--- config.mk ---
export PLATFORM = sky130hd
export DESIGN_NAME = data_register
export DESIGN_NICKNAME = d
export VERILOG_FILES = /design/src/rtl/data_register.sv
export SDC_FILE = /design/constraint.sdc
export NUM_CORES = 2
export LEC_CHECK = 0
export CORE_ASPECT_RATIO = 0.75
export CORE_MARGIN = 2
export CORE_UTILIZATION = 29
export CTS_CLUSTER_DIAMETER = 40
export CTS_CLUSTER_SIZE = 25
export DETAILED_ROUTE_END_ITERATION = 6
export SYNTH_ARGS = -nofsm -noshare
export SYNTH_HDL_FRONTEND = slang
export SYNTH_SLANG_ARGS = --single-unit
--- constraint.sdc ---
create_clock -name clock -period 86.9 [get_ports clock]
set_input_delay 21.725 -clock clock [delete_from_list [all_inputs] [get_ports clock]]
set_output_delay 21.725 -clock clock [all_outputs]
set_load 0.02 [all_outputs]
--- src/rtl/data_register.sv ---
// DEPTH x DATA_WIDTH register array: one clocked write port, one combinational read port.
// Reset asynchronously clears every word.
module data_register #(
    parameter int DATA_WIDTH = 8,
    parameter int ADDR_WIDTH = 8,
    parameter int DEPTH      = 2 ** ADDR_WIDTH
) (
    input  logic                  clock,
    input  logic                  reset,
    input  logic                  enable_write,
    input  logic [ADDR_WIDTH-1:0] write_addr,
    input  logic [ADDR_WIDTH-1:0] read_addr,
    input  logic [DATA_WIDTH-1:0] write_data,
    output logic [DATA_WIDTH-1:0] read_data
);

    logic [DATA_WIDTH-1:0] words [DEPTH];

    // Reset wins over a coincident write; otherwise only the addressed word changes.
    always_ff @(posedge clock or posedge reset) begin
        if (reset) begin
            for (int i = 0; i < DEPTH; i++) begin
                words[i] <= '0;
            end
        end else if (enable_write) begin
            words[write_addr] <= write_data;
        end
    end

    // No write-data bypass: a same-address write shows up only after the edge.
    assign read_data = words[read_addr];

endmodule

==> impl_results.md <==
* Status: finished, final reports clean
* Clk sinks at slightly above 2,000
* Largest area contributor in the netlist: dfrtp_1
* CP required at ~65 ns
* Final max-slew violation count at 0
* Final Total Pwr at about 2200 uW
* Die height at between 400 and 500 um
* Vias per cell at 5.23
* Async set or reset register ratio after synthesis at 100%
* Synth Cell Area at 0.0931 sq mm
* Critical Path Fanout Max at between 80 and 90
* Synthesis Warnings at 0
* EDFF count, synth at 0
* Most frequent CP cell: buf_4
* Worst-Skew Late Latency at 0.88 ns
* GR Layer Usage met2 at about a quarter
* Synth top area cells: dfrtp_1 55%, mux2_2 24%, mux4_2 11%
* Drt total wl at between 200,000 and 300,000 um
* Detail Route Antenna Nets at 0
* Mux cell area share after synthesis at approximately 37%
* IO Port Bufs at 34
* Die area at 0.326 sq mm
* Adder-Cell Fraction of Synth Area at 0%
* WHS at 0.485 ns
* Met3 Track Usage GR at under 10%
* Top flop regs: words: 2048 flops
* Slowest CP cell: nor4_1
* Pwr dens at 21.2 mW/mm^2
* DRC errors left at 0
* Finished Cell Area at 0.106 sq mm
* Setup Skew at 0 ns
* First-pass GRT wire length at about 400,000 um
* Initial DRC Count at 4,555
* Worst Tran Pin Value at 1.38 ns
* Vias in the first global route at ~57,000
* Reg2reg path depth at 1
* Simple-Gate Fraction of Synth Area at between 2 and 2.5%
* Post-synthesis compound-gate area fraction at under 10%
* Top cell type's share of synthesized area at between 50% and 60%
* CP max stage delay at about 1.2 ns
* Total I/O pin count at 35
* Post-DP Area at 0.0976 sq mm
* CP endpoint kind: output port
* Initial antenna violation count at 14
* Crit path launch type: primary input
* Fillers at ~30,000
* Final Setup Violations at 0
* RSZ-0062 raised after global routing: no
* #FFs+latches synth at about 2,000
* GPL Wtd Cong at roughly 0.83
* Fraction of layout cells with a size suffix above 1 at between 50% and 60%
* DP Cell Count at ~10,000
* Sequential share of the synthesized area at a little under three fifths
* # H-tree levels at 4
* Vias at ~55,000
* Syn Area/Cell at 15.3 sq um
* CP cell instances: buf_8 > buf_4 > buf_4 > buf_4 > mux4_2 > o21ai_0 > a21oi_1 > nor4_1 > buf_4 > nor4_1 > clkdlybuf4s50_1
* Setup TNS at 0 ns
* GR peak layer: met1
* Worst vdd ir at roughly 16 uV
* Min cycle time layout at 49.31 ns
* Hold Fails Final Rpt at 0
* Max Root-Sink Buffers at 4
* Post-CTS Resized at 0
* Fin crit share at between 50% and 60%
* Hold Buf Count CTS at 0
* Core Area at roughly 0.32 sq mm
* Remaining Overflow, GRT at 0
* CP Class: primary input to output port
* Max cap viols at 0
* P&R area growth vs syn at 13.7%
* Total GRT Usage at between 15 and 20%
* Yosys cell types at 58
* Drt pass-1 iters at 5
* Largest net degree at the start of global routing at roughly 190
* DR WL/cell at around 25 um
* Post-CTS setup buffer count at 0
* Most flops, register: words
* Worst EP arrival at about 28 ns
* Synthesized netlist cell count at approximately 6,000
* Leak at just under 0.05 uW
* Post-synth top flop: dfrtp_1
* CTS tree: done
* Syn nets at about 6,100
* Met1 Usage GRT at 24.1%
* Dpl hpwl at between 150,000 and 200,000 um
* Rel. slew slack at about 7.0%
* Clk root buf: clkbuf_16
* Hold depth at 1
* Hold Crit Class: flop to flop
* Final #Nets at 5,999
* Rows at 180
* Post-synthesis xor/xnor area fraction at 0%
* Largest register FFs at around 2,000
* Fmax at roughly 20 MHz
* Die Wd at around 660 um
* CTS Buf Count at between 200 and 250
* Non-filler cells in the finished layout at 10,449
* Clock Pin Slew Worst Setup and Hold Paths at roughly 0.06 ns
* Initial core utilization at 29.1%
* Largest family of logic cells by synthesized area: multiplexers
## worst paths after layout
| path | to | start | slack (ns) |
|---|---|---|---|
| worst min register to register | words[787] | words[787] | 0.49 |
| worst min-delay path | words[787] | words[787] | 0.49 |
| worst max-delay path | read_data[0] | read_addr[1] | 37.59 |
| worst max register to register | words[1208] | words[1208] | 86.09 |
| max in group asynchronous | words[267] | reset | 61.06 |
| min in group asynchronous | words[1812] | reset | 21.42 |
## worst max-delay path, delay by kind of cell
family,cells,cell delay (ns)
buffers and inverters,6,3.60
AND/OR/NAND/NOR,2,1.24
multiplexers,1,0.40
AO/OA/AOI/OAI,2,0.32
## stage by stage
step | setup WS, ns | util [%]
finish | 37.59 | 33.1
global route | 37.54 | 33.1
CTS | 37.59 | 33.1
detailed placement | 37.58 | 30.5
global placement | 37.29 | 30.5
floorplan | 7.33 | -
## metal layers
layer / vias to the layer above / routed length (um) / part of all wire [%]
li1: 22556 / - / -
met2: 1635 / 116000 / 44
met5: - / 7 / 0.0026
met1: 30095 / 124000 / 47
met4: 2 / 5910 / 2.2
met3: 347 / 19400 / 7.3
## power breakdown
part | internal (uW) | leakage, uW | switching (uW)
combinational | 69.9 | 0.0163 | 98.0
clock | 613 | 0.00399 | 440
sequential | 999 | 0.0282 | 22.6
## layout by cell type (no fill, tap or decap), types with 8 or more instances in the layout
| cell | netlist | final |
|---|---|---|
| a211oi_1 | 12 | 12 |
| a21oi_1 | 122 | 122 |
| a22oi_1 | 183 | 183 |
| a31oi_1 | 14 | 14 |
| buf_12 | 1 | 8 |
| buf_4 | 34 | 96 |
| buf_8 | 6 | 10 |
| bufinv_16 | 0 | 29 |
| clkbuf_1 | 325 | 10 |
| clkbuf_16 | 0 | 235 |
| clkbuf_8 | 0 | 24 |
| clkdlybuf4s50_1 | 0 | 21 |
| clkinv_2 | 0 | 25 |
| clkinv_4 | 0 | 19 |
| clkinv_8 | 0 | 11 |
| clkinvlp_4 | 0 | 26 |
| dfrtp_1 | 2048 | 2048 |
| inv_6 | 0 | 36 |
| inv_8 | 0 | 14 |
| mux2_1 | 43 | 43 |
| mux2_2 | 2011 | 2011 |
| mux2i_1 | 126 | 126 |
| mux4_2 | 443 | 443 |
| nand2_1 | 119 | 116 |
| nand2b_1 | 13 | 12 |
| nand3_1 | 17 | 17 |
| nor2_1 | 151 | 144 |
| nor2_2 | 71 | 76 |
| nor2b_1 | 14 | 10 |
| nor3_1 | 20 | 20 |
| nor4_1 | 33 | 25 |
| nor4_2 | 0 | 8 |
| o21ai_0 | 25 | 25 |
| o21ai_1 | 14 | 14 |
| o221ai_1 | 27 | 27 |
| o22ai_1 | 24 | 24 |
## cell families after synthesis
family / after synthesis
AO/OA/AOI/OAI: 443
AND/OR/NAND/NOR: 478
flip-flops: 2048
multiplexers: 2624
buffers and inverters: 475
## synth_stat cells, drive strengths merged (6+ instances only)
master   number
a211oi       12
a21oi       122
a22oi       183
a31oi        14
and2          9
and3          6
buf         144
clkbuf      326
dfrtp      2048
mux2       2054
mux2i       126
mux4        444
nand2       119
nand2b       13
nand3        17
nor2        222
nor2b        14
nor3         21
nor4         33
o21ai        39
o221ai       29
o22ai        24
o2bb2ai       7
## final cells by class
class / instances / area, sq um / share of cell area (%)
Antenna cell: 7 / 17.5 / 0.0165
Clock buffer: 269 / 6250 / 5.90
Clock inverter: 160 / 2010 / 1.90
Inverter: 5 / 26.3 / 0.0248
Multi-Input combinational cell: 3545 / 39800 / 37.5
Sequential cell: 2048 / 51200 / 48.4
Tap cell: 4277 / 5350 / 5.05
Timing Repair Buffer: 138 / 1260 / 1.19
No activity file was read; power rests on OpenSTA's default activity.
